===== config.mk =====
export PLATFORM = sky130hd
export DESIGN_NAME = exec_stage
export DESIGN_NICKNAME = d
export VERILOG_FILES = /design/src/rtl/exec_stage.sv
export SDC_FILE = /design/constraint.sdc
export NUM_CORES = 1
export LEC_CHECK = 0
export CORE_MARGIN = 2
export CORE_UTILIZATION = 44
export DETAILED_ROUTE_END_ITERATION = 10
export PLACE_DENSITY = 0.69
export SYNTH_ARGS = -nofsm -noshare
export SYNTH_HDL_FRONTEND = slang
export SYNTH_SLANG_ARGS = --single-unit

===== constraint.sdc =====
create_clock -name clock -period 5.48 [get_ports clock]
set_input_delay 1.37 -clock clock [delete_from_list [all_inputs] [get_ports clock]]
set_output_delay 1.37 -clock clock [all_outputs]
set_load 0.005 [all_outputs]

===== src/rtl/exec_stage.sv =====
// Execute stage: single-issue ALU with an 8-cycle shift-add multiplier and a
// one-cycle register-file writeback.
module exec_stage (
  input  logic       clock,
  input  logic       reset,
  input  logic       start,
  input  logic [2:0] opcode,
  input  logic [2:0] destReg,
  input  logic [7:0] regA,
  input  logic [7:0] regB,
  output logic       busy,
  output logic       enableWrite,
  output logic [2:0] registerWrite,
  output logic [7:0] dataIn,
  output logic       flagZero,
  output logic       flagCarry
);

  typedef enum logic [1:0] {IDLE, EXEC, MULT, WB} state_t;

  localparam logic [2:0] OP_ADD  = 3'b000;
  localparam logic [2:0] OP_SUB  = 3'b001;
  localparam logic [2:0] OP_AND  = 3'b010;
  localparam logic [2:0] OP_OR   = 3'b011;
  localparam logic [2:0] OP_XOR  = 3'b100;
  localparam logic [2:0] OP_SHL  = 3'b101;
  localparam logic [2:0] OP_MUL  = 3'b110;

  state_t      state_q, state_d;
  logic [2:0]  op_q, op_d;
  logic [2:0]  dst_q, dst_d;
  logic [7:0]  a_q, a_d;
  logic [7:0]  b_q, b_d;
  logic [2:0]  cnt_q, cnt_d;
  logic [15:0] acc_q, acc_d;
  logic        we_q, we_d;
  logic [2:0]  wr_idx_q, wr_idx_d;
  logic [7:0]  wr_data_q, wr_data_d;
  logic        zero_q, zero_d;
  logic        carry_q, carry_d;

  logic [8:0]  sum;
  logic [8:0]  diff;
  logic [8:0]  shl_w;
  logic [15:0] prod_next;
  logic [7:0]  alu_res;
  logic        alu_carry;

  always_comb begin
    sum       = {1'b0, a_q} + {1'b0, b_q};
    diff      = {1'b0, a_q} - {1'b0, b_q};
    // bit 8 of the widened shift is the last bit pushed out (0 for shift 0)
    shl_w     = {1'b0, a_q} << b_q[2:0];
    prod_next = acc_q + (b_q[cnt_q] ? ({8'h00, a_q} << cnt_q) : 16'h0000);
    alu_res   = a_q;
    alu_carry = 1'b0;
    case (op_q)
      OP_ADD: begin alu_res = sum[7:0];   alu_carry = sum[8];   end
      OP_SUB: begin alu_res = diff[7:0];  alu_carry = diff[8];  end
      OP_AND: alu_res = a_q & b_q;
      OP_OR:  alu_res = a_q | b_q;
      OP_XOR: alu_res = a_q ^ b_q;
      OP_SHL: begin alu_res = shl_w[7:0]; alu_carry = shl_w[8]; end
      default: alu_res = a_q;
    endcase
  end

  always_comb begin
    state_d   = state_q;
    op_d      = op_q;
    dst_d     = dst_q;
    a_d       = a_q;
    b_d       = b_q;
    cnt_d     = cnt_q;
    acc_d     = acc_q;
    we_d      = 1'b0;
    wr_idx_d  = wr_idx_q;
    wr_data_d = wr_data_q;
    zero_d    = zero_q;
    carry_d   = carry_q;
    case (state_q)
      IDLE: begin
        if (start) begin
          op_d    = opcode;
          dst_d   = destReg;
          a_d     = regA;
          b_d     = regB;
          cnt_d   = '0;
          acc_d   = '0;
          state_d = (opcode == OP_MUL) ? MULT : EXEC;
        end
      end
      EXEC: begin
        state_d   = WB;
        we_d      = (dst_q != 3'd0);
        wr_idx_d  = dst_q;
        wr_data_d = alu_res;
        zero_d    = (alu_res == 8'h00);
        carry_d   = alu_carry;
      end
      MULT: begin
        acc_d = prod_next;
        cnt_d = cnt_q + 3'd1;
        if (cnt_q == 3'd7) begin
          state_d   = WB;
          we_d      = (dst_q != 3'd0);
          wr_idx_d  = dst_q;
          wr_data_d = prod_next[7:0];
          zero_d    = (prod_next[7:0] == 8'h00);
          carry_d   = (prod_next[15:8] != 8'h00);
        end
      end
      WB:      state_d = IDLE;
      default: state_d = IDLE;
    endcase
  end

  always_ff @(posedge clock) begin
    if (reset) begin
      state_q   <= IDLE;
      op_q      <= '0;
      dst_q     <= '0;
      a_q       <= '0;
      b_q       <= '0;
      cnt_q     <= '0;
      acc_q     <= '0;
      we_q      <= 1'b0;
      wr_idx_q  <= '0;
      wr_data_q <= '0;
      zero_q    <= 1'b0;
      carry_q   <= 1'b0;
    end else begin
      state_q   <= state_d;
      op_q      <= op_d;
      dst_q     <= dst_d;
      a_q       <= a_d;
      b_q       <= b_d;
      cnt_q     <= cnt_d;
      acc_q     <= acc_d;
      we_q      <= we_d;
      wr_idx_q  <= wr_idx_d;
      wr_data_q <= wr_data_d;
      zero_q    <= zero_d;
      carry_q   <= carry_d;
    end
  end

  assign busy          = (state_q != IDLE);
  assign enableWrite   = we_q;
  assign registerWrite = wr_idx_q;
  assign dataIn        = wr_data_q;
  assign flagZero      = zero_q;
  assign flagCarry     = carry_q;

endmodule


== After elaboration in Yosys (flattened, before gate mapping) ==
Index checks and enable logic that the tools add are counted.
W data, S select, Z words.

* Shifts and indexed selects: 2
* Eq/ne operators: 12
* Add/sub/neg operators: 4
* Multipliers: 0
* Bitwise gates (word level): 3
* Div/mod/pow operators: 0
* Reduce and logical (&&, ||, !) cells: 13
* Muxes and demuxes: 23
* Magnitude comparators: 1

{| class="wikitable"
|+ Operator list
! kind !! number
|-
| $pmux W8 S6 || 1
|-
| $mux W16 || 2
|-
| $pmux W16 S2 || 1
|-
| $add A16 B16 Y16 || 1
|-
| $logic_not A8 Y1 || 2
|-
| $pmux W8 S2 || 1
|-
| $shl A8 B3 Y16 || 1
|-
| $eq A3 B3 Y1 const B || 4
|-
| $pmux W3 S2 || 2
|-
| $add A8 B8 Y9 || 1
|-
| $shl A8 B3 Y9 || 1
|-
| $sub A8 B8 Y9 || 1
|-
| $and A8 B8 Y8 || 1
|-
| $mux W8 || 1
|-
| $or A8 B8 Y8 || 1
|-
| $pmux W2 S4 || 1
|-
| $reduce_and A2 Y1 || 4
|-
| $reduce_bool A8 Y1 || 1
|-
| $xor A8 B8 Y8 || 1
|-
| $eq A3 B2 Y1 const B || 2
|-
| $mux W2 || 3
|-
| $mux W3 || 2
|-
| $pmux W1 S2 || 3
|-
| $reduce_bool A2 Y1 || 3
|-
| other kinds (12) || 17
|}

* Input port bits: 25
* Bits in registers: 57
* Latch bits: 0
* Memories kept: 0
* RAM bits: 0
* Logic and storage cells: 70
* ROM bits: 0
* Output and inout bits: 15

== Logic depth before layout (Yosys ltp) ==
Gate-level depths: netlist of the first run.

* Word-level depth: 7
* Gate-level depth with buffers: 17
* Mapped depth without buffers: 15

== Worst setup path before layout of the first run ==
No wires, ideal clock.

* Path type: register to register
* From: register cnt_q[0]
* To: register carry_q (netlist: flagCarry)
* Stages on the path, launching flop included: 16
* Period minus slack after synthesis: 3808 ps
* Data arrival time: 3676 ps
* Path slack: 1672 ps
* Data required time: 5348 ps
* Library setup time: 132 ps
* Cells stage by stage: dfxtp_1 clkbuf_1 mux4_2 nand2_1 and2_1 clkbuf_1 a21oi_1 ha_1 a2111o_1 o311a_1 and3b_1 or3_4 a221oi_2 nand3_1 o41ai_2 a21oi_1

* Longest elaborated chain between the ends: 7
* Elaborated cells on any way between the ends: 11
* Classes of those cells: add/sub: 1; eq/ne: 2; shift: 1; mux: 5; reduce/logical: 2

{| class="wikitable"
|+ RTL lines
! what !! line !! text
|-
| start, declared || 34 || <nowiki>logic [2:0] cnt_q, cnt_d;</nowiki>
|-
| start signal, assigned || 138 || <nowiki>cnt_q <= cnt_d;</nowiki>
|-
| $bmux W1 S3 || 54 || <nowiki>prod_next = acc_q + (b_q[cnt_q] ? ({8'h00, a_q} << cnt_q) : 16'h0000);</nowiki>
|-
| $mux W1 (not written as such) || 54 ||
|-
| $mux W16 || 54 ||
|-
| $add A16 B16 Y16 || 54 ||
|-
| $reduce_bool A8 Y1 || 110 || <nowiki>carry_d = (prod_next[15:8] != 8'h00);</nowiki>
|-
| $mux W1 || 104 || <nowiki>if (cnt_q == 3'd7) begin</nowiki>
|-
| $pmux W1 S2 || 81 || <nowiki>case (state_q)</nowiki>
|-
| end signal, assigned || 144 || <nowiki>carry_q <= carry_d;</nowiki>
|-
| end, declared || 40 || <nowiki>logic carry_q, carry_d;</nowiki>
|}

Parallel ways exist; a longest one is shown, timed or not. The select of a mux whose other input is x is not followed.
A chain may end at the register's enable or synchronous reset.

== Final worst setup path of the first run ==
Ends and elaborated chain as after synthesis.

==> results.cfg, run 1 <==
[run_status]
outcome = finished clean

[clock_network]
cts_buffers = 9
clkSinkCount = 57
clk_latency_ps = 330
root_buffer = clkbuf_16
hold_buffers = 0
cts_tree = yes
post-cts-setup-buffers = 0
h-tree-depth = 3
cts_resized = 0
clk_pin_slew_ps = 50
clock_tree.buffer_depth = 2

[power]
power.density_nw_per_um2 = 354
peakVddDrop_mv = 0.247
p_leak_nw = 2.22

[route]
num_vias = 4779
drt_iter0_markers = 398
wire_per_inst_um = 16.3
drtPass1Iterations = 5
drc_errors = 0
antenna_left = 0
drt-total-wl_um = 13400
via_per_inst = 5.82

[logic_synthesis]
async_flop_share = 0
synth_edf_count = 0
syn_avg_cell_area_sq_um = 7.61
seq_area_frac_synth = 0.227
yosys.area.top_type_share = 0.227
yosysMostFrequentCell = nand2_1
synthesis.area_sq_um = 5020
yosysWarnings = 0
synth_top_area_cell = dfxtp_1
synthCells = 660
ys_top_cells_by_area = dfxtp_1, ha_1, a21oi_1
synth_cell_types = 76
synthTopCellsByCount = nand2_1, a21oi_1, nor2_1
ys.flop_type = dfxtp_1
synth_fp_nets = 734
ys_ff_latch = 57

[job]
cap_viol_max_count = 0

[timing]
drv_slew = 0
clock.fmax_mhz = 233
period_minus_slack_ps = 4300
finalSetupTns_ps = 0
period_share = 0.784
finClkSkew_ps = 5.22
setup_violations = 0
relSlewSlack = 0.235
rsz0062_at_grt = false
hold_slack_ps = 456
hold_viol_final = 0
tightest_slew_ps = 1120

[final_layout]
syn_to_final_growth_pct = 13.9
diodes = 0
layout.nets = 747
layout-drive-gt1-share = 0.0678
final_util = 0.507

[die]
start_util = 0.445
core-area_sq_um = 11300
die_area_sq_um = 12300
fp.dieH_um = 111
die_w_um = 111
num_rows = 39
io-pin-count = 40

[worst_setup_path]
crit_fanout = 21
worstSetupStartpointType = flop
worstSetupPathType = flop to flop
r2r_slack_ps = 1180
endpoint_kind = flop
cp.arrival_ps = 4480
required_ps = 5660

[placed_design]
io_buffer_count = 39
routabilityCongestion = 0.930
dp_hpwl_um = 10100

[global_route]
grt_pass1_vias = 4635
track_usage = 0.224
grt_overflow = 0
grt_antenna_before_repair = 0
grt_pass1_wl_um = 23000
grt_max_degree = 60

[hold_path]
hp-class = flop to flop
-- worst max-delay path, stage by stage, from the launching register on --
cell and delay (ps):
dfxtp_1 750, mux4_1 650, nand2_1 170, and2_1 260, a211oi_1 100, ha_1 360, a2111oi_0 390, o21ai_1 180
and3b_1 210, or3_4 340, a221oi_2 320, nand3_1 130, o41ai_2 200, a21oi_1 100
-- final timing paths --
path,from,end,depth (start not counted)
max,cnt_q[0],flagCarry,13
min,registerWrite[0],registerWrite[0],2
max reg2reg,cnt_q[0],flagCarry,13
min reg2reg,registerWrite[0],registerWrite[0],2
-- sequential cells by signal, summed over array words and instances (netlist names), 2 cells and up --
name / flops
acc_q: 16
a_q: 8
b_q: 8
dataIn: 8
cnt_q: 3
dst_q: 3
op_q: 3
registerWrite: 3
state_q: 2
-- final cells by class --
type	count	area (sq um)
fill	1087	5550
multi-input combinational	523	3570
sequential	57	1140
timing repair buffer	42	408
clock buffer	10	229
tap	143	179
inverter	40	150
clock inverter	6	45.0
-- through the flow --
stage                     instance area [sq um]  cells  power, mW  setup WS (ps)
after floorplan                            5020    660       1.23           1670
final                                      5720    821       2.03           1180
after CTS                                  5720    821       2.03           1230
after detailed placement                   5440    805       1.52           1250
after global placement                     5440    805       1.50           1340
after global routing                       5720    821       2.17            798
-- layout by cell type (no fill, tap or decap), types with 3 or more instances in the layout --
master / netlist / final
o21ai_0: 27 / 27
nor3_1: 9 / 9
mux4_2: 4 / 4
nand2_1: 88 / 88
ha_1: 46 / 46
nand4_1: 5 / 5
and2_1: 3 / 3
nor2_1: 67 / 67
or3_1: 3 / 3
xor2_1: 3 / 3
clkdlybuf4s50_1: 0 / 38
o21bai_1: 4 / 4
a31oi_1: 5 / 5
clkinvlp_4: 0 / 3
o22ai_1: 5 / 5
or2_2: 3 / 3
nor4_1: 4 / 4
nor2b_1: 11 / 11
nand3_1: 9 / 9
buf_4: 0 / 3
mux2i_1: 12 / 12
a211oi_1: 8 / 8
a22oi_1: 22 / 22
clkbuf_16: 0 / 9
and3_1: 3 / 3
fa_1: 3 / 3
a21o_1: 8 / 8
o21a_1: 4 / 4
a221o_1: 4 / 4
nand2b_1: 10 / 10
a221oi_2: 3 / 3
nand3b_1: 7 / 7
dfxtp_1: 57 / 57
a21oi_1: 73 / 72
o211ai_1: 10 / 10
xnor2_1: 11 / 11
inv_1: 37 / 37
-- metal layers --
layer  global-route usage  part of all wire  vias up
met4               0.0500             0.015        0
met5                    0                 0        -
met3               0.0448             0.064       22
met2                0.365              0.46      164
li1                     -                 -     2393
met1                0.308              0.46     2200
-- cells by family (layout without fill, tap and decap cells) --
| kind of cell | after synthesis | after routing | share of synthesized area |
|---|---|---|---|
| flops | 57 | 57 | 0.227 |
| fa+ha+maj | 49 | 49 | 0.127 |
| simple gates | 235 | 235 | 0.221 |
| compound gates | 203 | 203 | 0.275 |
| buf+inv | 80 | 98 | 0.0633 |
| mux | 22 | 22 | 0.0620 |
| xor+xnor | 14 | 14 | 0.0244 |
-- power breakdown --
group | switching, mW | internal [mW] | total, mW
sequential | 0.103 | 0.483 | 0.586
clock | 0.202 | 0.306 | 0.507
combinational | 0.554 | 0.379 | 0.933
No activity file was read; power rests on OpenSTA's default activity.
==> inputs of run 2 (changes only) <==
==> constraint.sdc (replaced) <==
create_clock -name clock -period 4.4 [get_ports clock]
set_input_delay 1.1 -clock clock [delete_from_list [all_inputs] [get_ports clock]]
set_output_delay 1.1 -clock clock [all_outputs]
set_load 0.005 [all_outputs]
==> run 2 against run 1 <==
Effect of this change: register-to-register slack worse by 800 ps; clock skew is 3.9 ps higher; critical endpoint unchanged; first-iteration DRC count fell by 10%; fmax is 7.0% higher; combinational power is 29% higher; total power up 30%; cell area is 1.4% higher.
==> results.cfg, run 2 (synthesis gave the netlist of run 1 again) <==
[timing]
setup_violations = 0
relSlewSlack = 0.200
finClkSkew_ps = 9.09
clock.fmax_mhz = 249
period_share = 0.913
period_minus_slack_ps = 4020
rsz0062_at_grt = false
tightest_slew_ps = 1170
hold_viol_final = 0
finalSetupTns_ps = 0
drv_slew = 0

[placed_design]
routabilityCongestion = 0.922
dp_hpwl_um = 10500
dp.cells = 812
io_buffer_count = 39

[clock_network]
cts_tree = yes
clk_pin_slew_ps = 50
clkSinkCount = 57
h-tree-depth = 3
cts_resized = 0
cts_buffers = 9
root_buffer = clkbuf_16
clk_latency_ps = 330
post-cts-setup-buffers = 0
clock_tree.buffer_depth = 2
hold_buffers = 0

[final_layout]
layout.nets = 754
regMostFlops = acc_q
final_common_cell = nand2_1
syn_to_final_growth_pct = 15.5
final_cell_mix = nand2_1, a21oi_1, nor2_1
diodes = 0
stdcell_count = 828
largest_reg_flops = 16
layout-drive-gt1-share = 0.0759
nFillCells = 1082

[power]
seq_power_share = 0.273
peakVddDrop_mv = 0.266
netSwitchingFraction = 0.408
pwr-share-clk = 0.271
power_mw = 2.64
power.density_nw_per_um2 = 455
pwr-share-comb = 0.456
p_int_mw = 1.56
p_leak_nw = 2.28
power.net_switching_mw = 1.08

[worst_setup_path]
cp.arrival_ps = 4210
r2r_slack_ps = 380
worstSetupPathType = flop to flop
r2r_start = cnt_q[1]
worstSetupStartpointType = flop
r2r_cells = 12
endpoint_kind = flop
r2r-end = flagCarry
required_ps = 4590
crit_fanout = 20

[route]
drc_errors = 0
num_vias = 4884
drt_iter0_markers = 357
antenna_left = 0
drtPass1Iterations = 5
drt-total-wl_um = 14000
via_per_inst = 5.90
wire_per_inst_um = 16.9

[hold_path]
hp-class = flop to flop
hp-start = registerWrite[0]
whs_endpoint = registerWrite[0]
holdPathStages = 2

[job]
cap_viol_max_count = 0

[global_route]
grt_pass1_vias = 4780
grt_max_degree = 40
grt_overflow = 0
track_usage = 0.227
grt_pass1_wl_um = 23200
grt_antenna_before_repair = 0

[die]
io-pin-count = 40
die_w_um = 111
core-area_sq_um = 11300
num_rows = 39
start_util = 0.445
die_area_sq_um = 12300
fp.dieH_um = 111

[run_status]
outcome = finished clean
run 2: changes by cell type in the layout (fill, tap and decap cells not counted):
| cell | change |
|---|---|
| clkinv_4 | -1 |
| buf_4 | +7 |
| clkbuf_8 | +2 |
| a21oi_1 | +1 |
| clkinvlp_4 | -2 |
| a21oi_2 | -1 |
| bufinv_16 | +1 |
run 2: worst max-delay path by stage:
stage,from,to,slack [ps],depth (start not counted)
2_1_floorplan,cnt_q[0],flagCarry,590,15
3_3_place_gp,cnt_q[1],flagCarry,510,13
3_5_place_dp,cnt_q[1],flagCarry,430,13
4_1_cts,cnt_q[1],flagCarry,430,13
5_1_grt,cnt_q[1],flagCarry,20,13
6_report,cnt_q[1],flagCarry,380,12
run 2: cell type report:
class                   instances  area [sq um]  area share
flip-flops and latches         57          1140       0.197
well taps                     143           179      0.0308
multi-input cells             523          3560       0.614
clock buffers                  12           256      0.0442
repair buffers                 49           460      0.0794
inverters                      40           150      0.0259
clock inverters                 4          51.3     0.00884
run 2: per-stage QoR:
step | setup WS, ps | hold slack [ps] | instance area (sq um) | utilization
6_report | 383 | 457 | 5800 | 0.515
5_1_grt | 20.6 | 478 | 5800 | 0.515
4_1_cts | 430 | 458 | 5800 | 0.515
3_5_place_dp | 433 | 451 | 5490 | 0.487
3_3_place_gp | 514 | 446 | 5490 | 0.487
2_1_floorplan | 592 | 436 | 5020 | -
run 2: critical path, cell delays in order, from the launching register on:
cell and delay, ps:
dfxtp_1 760, mux4_1 410, nand2_1 160, nor4_1 80, ha_1 270, fa_1 420
a21o_1 220, a221oi_2 280, o21ai_1 120, o41a_1 380, a311o_1 370, o41ai_2 310
a21oi_1 90
run 2: power groups by stage:
stage                     registers, mW  clock network, mW  logic (mW)
after floorplan                   0.673                  0       0.864
after global placement            0.722                  0        1.17
after detailed placement          0.728                  0        1.19
after CTS                         0.717              0.721        1.20
after global routing              0.733              0.749        1.34
final                             0.720              0.714        1.20
run 2: metal layers:
metal  up-vias  GRT usage  routed length (um)
li1       2404          -                   -
met1      2285      0.307                6460
met2       167      0.368                6380
met3        28     0.0394                 796
met4         0     0.0742                 343
met5         -          0                   0
